File: src/rtl/psum_glb_drain_if.sv
// Bundles the psum GLB port-A read path and the output stream of the drain.
//   re_a_psum/addr_a_psum/rdata_a_psum : GLB port A read request and data
//   out_data/out_valid/out_ready       : valid/ready output stream
// master = drain side, slave = GLB + output FIFO side.
interface psum_glb_drain_if #(
  parameter int unsigned FIFO_WIDTH = 64,
  parameter int unsigned DEPTH_psum = 193600,
  parameter int unsigned ADDR_psum  = $clog2(DEPTH_psum)
);
  logic                  re_a_psum;
  logic [ADDR_psum-1:0]  addr_a_psum;
  logic [FIFO_WIDTH-1:0] rdata_a_psum;
  logic [FIFO_WIDTH-1:0] out_data;
  logic                  out_valid;
  logic                  out_ready;

  modport master (
    output re_a_psum, addr_a_psum, out_data, out_valid,
    input  rdata_a_psum, out_ready
  );

  modport slave (
    input  re_a_psum, addr_a_psum, out_data, out_valid,
    output rdata_a_psum, out_ready
  );
endinterface

File: src/rtl/psum_glb_drain.sv
// Drain end of the 64-bit psum read path: after a start pulse, reads
// num_words wide words from the psum GLB starting at base_addr and streams
// them out over valid/ready through a 2-entry credit-managed buffer.
// Ports:
//   clk, rst_n            clock, async active-low reset
//   start                 one-cycle pulse, ignored while busy
//   base_addr, num_words  drain window, captured on accepted start
//   busy, done            status; done pulses once per drain
//   bus (master)          GLB port A read + output stream
// Optional: define PSUM_RELU_EN to zero negative psum lanes on capture.
module psum_glb_drain #(
  parameter int unsigned FIFO_WIDTH = 64,
  parameter int unsigned DATA_WIDTH = 16,
  parameter int unsigned DEPTH_psum = 193600,
  parameter int unsigned ADDR_psum  = $clog2(DEPTH_psum),
  parameter int unsigned CNT_W      = 16
) (
  input  logic                 clk,
  input  logic                 rst_n,
  input  logic                 start,
  input  logic [ADDR_psum-1:0] base_addr,
  input  logic [CNT_W-1:0]     num_words,
  output logic                 busy,
  output logic                 done,
  psum_glb_drain_if.master     bus
);

  localparam int unsigned LANES = FIFO_WIDTH / DATA_WIDTH;
  localparam logic [ADDR_psum-1:0] ADDR_STEP = ADDR_psum'(LANES);

  typedef enum logic [1:0] {IDLE, RUN, FLUSH, DONE} state_t;

  state_t                state_q, state_d;
  logic [ADDR_psum-1:0]  ptr_q, ptr_d;
  logic [CNT_W-1:0]      issue_cnt_q, issue_cnt_d;
  logic [CNT_W-1:0]      accept_cnt_q, accept_cnt_d;
  logic                  busy_d, done_d;
  logic                  inflight_q;
  logic [FIFO_WIDTH-1:0] buf_q [2];
  logic                  rd_ptr_q, wr_ptr_q;
  logic [1:0]            occ_q;
  logic                  issue, xfer;
  logic [FIFO_WIDTH-1:0] cap_data;

`ifdef PSUM_RELU_EN
  // Clamp every negative two's-complement lane to zero.
  function automatic logic [FIFO_WIDTH-1:0] relu(input logic [FIFO_WIDTH-1:0] w);
    logic [FIFO_WIDTH-1:0] r;
    r = w;
    for (int i = 0; i < int'(LANES); i++) begin
      if (w[i*DATA_WIDTH + DATA_WIDTH - 1]) r[i*DATA_WIDTH +: DATA_WIDTH] = '0;
    end
    return r;
  endfunction
  assign cap_data = relu(bus.rdata_a_psum);
`else
  assign cap_data = bus.rdata_a_psum;
`endif

  // Credit: buffered + in-flight words must stay below 2; a word leaving
  // this cycle frees its slot for the read issued this cycle.
  assign xfer  = bus.out_valid && bus.out_ready;
  assign issue = (state_q == RUN) && (issue_cnt_q != '0) &&
                 ((3'(occ_q) + 3'(inflight_q)) < (3'd2 + 3'(xfer)));

  assign bus.re_a_psum   = issue;
  assign bus.addr_a_psum = ptr_q;
  assign bus.out_valid   = (occ_q != 2'd0);
  assign bus.out_data    = buf_q[rd_ptr_q];

  // State, pointer and counter registers.
  always_ff @(posedge clk or negedge rst_n) begin
    if (!rst_n) begin
      state_q      <= IDLE;
      ptr_q        <= '0;
      issue_cnt_q  <= '0;
      accept_cnt_q <= '0;
      busy         <= 1'b0;
      done         <= 1'b0;
    end else begin
      state_q      <= state_d;
      ptr_q        <= ptr_d;
      issue_cnt_q  <= issue_cnt_d;
      accept_cnt_q <= accept_cnt_d;
      busy         <= busy_d;
      done         <= done_d;
    end
  end

  // Next-state, pointer and counter logic.
  always_comb begin
    state_d      = state_q;
    ptr_d        = ptr_q;
    issue_cnt_d  = issue_cnt_q;
    accept_cnt_d = accept_cnt_q;
    if (issue) begin
      ptr_d       = ptr_q + ADDR_STEP;
      issue_cnt_d = issue_cnt_q - CNT_W'(1);
    end
    if (xfer) accept_cnt_d = accept_cnt_q - CNT_W'(1);
    unique case (state_q)
      IDLE: begin
        if (start) begin
          if (num_words != '0) begin
            state_d      = RUN;
            ptr_d        = base_addr;
            issue_cnt_d  = num_words;
            accept_cnt_d = num_words;
          end else begin
            state_d = DONE;
          end
        end
      end
      RUN:   if (issue && issue_cnt_q == CNT_W'(1)) state_d = FLUSH;
      FLUSH: if (xfer && accept_cnt_q == CNT_W'(1)) state_d = DONE;
      DONE:  state_d = IDLE;
      default: state_d = IDLE;
    endcase
    busy_d = (state_d != IDLE);
    done_d = (state_d == DONE);
  end

  // 2-entry output buffer; capture lands one cycle after each read.
  always_ff @(posedge clk or negedge rst_n) begin
    if (!rst_n) begin
      inflight_q <= 1'b0;
      buf_q[0]   <= '0;
      buf_q[1]   <= '0;
      rd_ptr_q   <= 1'b0;
      wr_ptr_q   <= 1'b0;
      occ_q      <= 2'd0;
    end else begin
      inflight_q <= issue;
      if (inflight_q) begin
        buf_q[wr_ptr_q] <= cap_data;
        wr_ptr_q        <= ~wr_ptr_q;
      end
      if (xfer) rd_ptr_q <= ~rd_ptr_q;
      occ_q <= occ_q + 2'(inflight_q) - 2'(xfer);
    end
  end

endmodule

File: src/flat_wrapper.sv
// flat-port wrapper written by rule: the top's interface ports become plain ports
module psum_glb_drain_flat 
#(
  parameter int unsigned FIFO_WIDTH = 64,
  parameter int unsigned DATA_WIDTH = 16,
  parameter int unsigned DEPTH_psum = 193600,
  parameter int unsigned ADDR_psum  = $clog2(DEPTH_psum),
  parameter int unsigned CNT_W      = 16
)
  (clk, rst_n, start, base_addr, num_words, busy, done, bus_re_a_psum, bus_addr_a_psum, bus_out_data, bus_out_valid, bus_rdata_a_psum, bus_out_ready);
  psum_glb_drain_if #(.FIFO_WIDTH(FIFO_WIDTH), .DEPTH_psum(DEPTH_psum), .ADDR_psum(ADDR_psum)) bus_i ();
  input  logic clk;
  input  logic rst_n;
  input  logic start;
  input  logic [ADDR_psum-1:0] base_addr;
  input  logic [CNT_W-1:0] num_words;
  output logic busy;
  output logic done;
  output wire logic [$bits(bus_i.re_a_psum)-1:0] bus_re_a_psum;
  output wire logic [$bits(bus_i.addr_a_psum)-1:0] bus_addr_a_psum;
  output wire logic [$bits(bus_i.out_data)-1:0] bus_out_data;
  output wire logic [$bits(bus_i.out_valid)-1:0] bus_out_valid;
  input wire logic [$bits(bus_i.rdata_a_psum)-1:0] bus_rdata_a_psum;
  input wire logic [$bits(bus_i.out_ready)-1:0] bus_out_ready;
  assign bus_re_a_psum = bus_i.re_a_psum;
  assign bus_addr_a_psum = bus_i.addr_a_psum;
  assign bus_out_data = bus_i.out_data;
  assign bus_out_valid = bus_i.out_valid;
  assign bus_i.rdata_a_psum = bus_rdata_a_psum;
  assign bus_i.out_ready = bus_out_ready;
  psum_glb_drain #(.FIFO_WIDTH(FIFO_WIDTH), .DATA_WIDTH(DATA_WIDTH), .DEPTH_psum(DEPTH_psum), .ADDR_psum(ADDR_psum), .CNT_W(CNT_W)) u_core (.clk(clk), .rst_n(rst_n), .start(start), .base_addr(base_addr), .num_words(num_words), .busy(busy), .done(done), .bus(bus_i));
endmodule
File: config.mk
export PLATFORM = sky130hd
export DESIGN_NAME = psum_glb_drain_flat
export DESIGN_NICKNAME = d
export VERILOG_FILES = /design/src/rtl/psum_glb_drain_if.sv /design/src/rtl/psum_glb_drain.sv /design/src/flat_wrapper.sv
export SDC_FILE = /design/constraint.sdc
export NUM_CORES = 1
export LEC_CHECK = 0
export BUFFER_PORTS_ARGS = -buffer_cell sky130_fd_sc_hd__buf_2
export CORE_ASPECT_RATIO = 0.8
export CORE_MARGIN = 2
export CORE_UTILIZATION = 59
export DETAILED_ROUTE_END_ITERATION = 8
export GPL_TIMING_DRIVEN = 0
export PLACE_DENSITY_LB_ADDON = 0.08
export SETUP_SLACK_MARGIN = 0.2
export SYNTH_ARGS = -nofsm -noshare
export SYNTH_HDL_FRONTEND = slang
export SYNTH_SLANG_ARGS = --single-unit
File: constraint.sdc
create_clock -name clk -period 6.6 [get_ports clk]
set_input_delay 0.33 -clock clk [delete_from_list [all_inputs] [get_ports clk]]
set_output_delay 0.33 -clock clk [all_outputs]
set_load 0.05 [all_outputs]
==> out/results.txt <==
status: finished, violations left
failing checks: DRC
first-pass GRT wire length: 33.1 mm
row cnt: 39
die height: 113 um
Worst Tran Pin Value: 871 ps
WP data required: 6270 ps
critical path class: flop to output port
syn avg cell area: 12.5 sq um
Distinct cells, synth: 47
FILL cells: 978
remaining global-route overflow: 0
Slew Limit Headroom: 41.7%
post-cts resize count: 0
ys async rst share: 100%
clock period minus worst slack: 3050 ps
gr usage total: 26.5%
clk buf depth: 2
root buffer cell: clkbuf_16
DRT antenna net count: 0
DR pass1 iterations: 9
clk_lat worst skew: 430 ps
vias in the first global route: 6,653
HPWL after DPL: 14.7 mm
f_max: 328 MHz
Max FO, Critical Path: 9
#FFs+latches synth: 187
drt total wl: 20.4 mm
Syn Inst Count: 696
Netlist Area Pre-Place: 8730 sq um
Hold EP: u_core.bus.addr_a_psum[1]
Clock Sink Count: 187
RSZ-0062 raised after global routing: no
clock transition at the registers of the reported paths: 70 ps
area grow syn2layout: 20.6%
Worst Hold Class: input pin to flop
hold path depth: 3
Met1 Routed Length: 8.79 mm
Starting DRT DRC Count: 450
vias per cell: 5.78
gp weighted congestion: 0.873
routed len/inst: 18.5 um
Final Net Count: 1,016
Ports: 188
Worst setup SP type: flop
CORE AREA: 14,400 sq um
Post-synth EDFFs: 0
DRC viols: 28
share of layout cells above drive strength 1: 46.1%
critical path capture point type: output port
hold slack final: 100 ps
top_reg_cell synth: dfrtp_1
hold path start: base_addr[1]
CTS tree: built
Final Hold Fails: 0
r2r setup slk: 3890 ps
postcts setup bufs: 0
met2 routed WL: 9.77 mm
post-synth top area share: 53.6%
fin. max-slew vios: 0
arrival time at the worst endpoint: 2720 ps
Finish-stage setup viols: 0
Tcrit/Tclk final: 46.2%
die width: 140 um
Setup Total Neg Slack: 0 ps
max-cap viol count: 0
I/O Buffers: 187
DIE AREA: 15,800 sq um
Starting Density: 60.7%
H-tree levels: 4
pin count of the biggest net entering global routing: 116
Area contributors post-synth: dfrtp_1 (54%), mux2_2 (25%), xnor2_1 (1.9%)
worst flop-to-flop path startpoint: u_core.occ_q[0]
post-synth net total: 808
vias: 6,372
met3 wire len: 1.55 mm
worst reg2reg endpoint: u_core.bus.addr_a_psum[8]
synth warn: 0
sequential fraction of the synthesis area: 53.6%
clock skew: 7.25 ps
Worst Reg-to-Reg Cells: 7
CTS Buf Count: 17
Synth area leader: dfrtp_1
Max Used Layer: met4
antenna violations before repair: 0
## Yosys cell counts (8+ instances only)
library cell	instances
nand4_1	10
xor2_1	14
or3_1	14
xnor2_1	19
a21oi_1	25
clkbuf_1	27
nand3_1	9
nand2_1	30
ha_1	10
nor4_1	14
mux2_2	192
a31oi_1	16
inv_1	8
nor2_1	41
dfrtp_1	187
o21ai_0	24
## cell usage in the layout, fill, tap and decap left out, types with 16 or more instances in the layout
| master | n |
|---|---|
| nor2_1 | 41 |
| xnor2_1 | 19 |
| dfrtp_1 | 187 |
| buf_2 | 187 |
| clkbuf_16 | 17 |
| a21oi_1 | 25 |
| o21ai_0 | 24 |
| nand2_1 | 30 |
| a31oi_1 | 16 |
| mux2_2 | 192 |
| clkbuf_1 | 30 |
## area by class of cell
type	count	area, sq um	area share, %
antenna	2	5.00	0.0475
inverter	9	38.8	0.368
clock buffer	20	437	4.15
timing repair buffer	189	983	9.34
clock inverter	12	141	1.34
buffer	33	140	1.33
multi-input combinational	467	3880	36.8
tap	184	230	2.19
sequential	187	4680	44.4
## timing repair
action,in CTS,in global routing
endpoints found under the hold margin,72,0
hold buffers,1,0
setup endpoints to repair,0,0
## critical path: stages, from the launching register on
cell	delay (ps)
dfrtp_1	440
inv_1	120
ha_1	170
or3b_2	510
or4_4	610
nand3_4	160
inv_6	70
buf_2	210
## how the worst max path moves through the flow
stage,startpoint,depth (start not counted),slack [ps],to
after floorplan,u_core.issue_cnt_q[0],8,4220,u_core.issue_cnt_q[1]
after global placement,rst_n,1,2420,u_core.buf_q[17]
after detailed placement,u_core.occ_q[0],7,3950,u_core.bus.addr_a_psum[16]
after CTS,u_core.issue_cnt_q[0],7,3550,bus_re_a_psum
after global routing,u_core.issue_cnt_q[0],7,3480,bus_re_a_psum
final,u_core.issue_cnt_q[0],7,3550,bus_re_a_psum
## flip-flops by register name, summed over array words and instances, names as in the netlist
| register | count |
|---|---|
| u_core.buf_q | 128 |
| u_core.bus.addr_a_psum | 18 |
| u_core.accept_cnt_q | 16 |
| u_core.issue_cnt_q | 16 |
| u_core.occ_q | 2 |
| u_core.state_q | 2 |
| u_core.busy | 1 |
| u_core.done | 1 |
| u_core.inflight_q | 1 |
| u_core.rd_ptr_q | 1 |
| u_core.wr_ptr_q | 1 |
## cell families after synthesis
logic type | share of synthesized area [%]
buffers and inverters | 2.05
flip-flops | 53.6
XOR/XNOR | 3.31
adder cells (fa/ha/maj) | 1.43
AND/OR/NAND/NOR | 9.80
AO/OA/AOI/OAI | 4.91
multiplexers | 24.9
## metrics by stage
| step | cells | util [%] | cell area (sq um) | setup WS (ps) |
|---|---|---|---|---|
| finish | 1103 | 73.2 | 10500 | 3550 |
| global route | 1101 | 73.1 | 10500 | 3480 |
| CTS | 1101 | 73.1 | 10500 | 3550 |
| detailed placement | 1068 | 69.0 | 9940 | 3950 |
| global placement | 1067 | 68.8 | 9900 | 2420 |
| floorplan | 696 | - | 8730 | 4220 |
## per-layer routing
layer / vias to the layer above / global-route usage [%]
met5: - / 0
met4: 0 / 7.27
met3: 25 / 7.07
met2: 221 / 44.0
met1: 3165 / 35.1
li1: 2961 / -
Power is not shown: default switching activity piles up to over one toggle a cycle in this logic, so the estimate is an artifact.
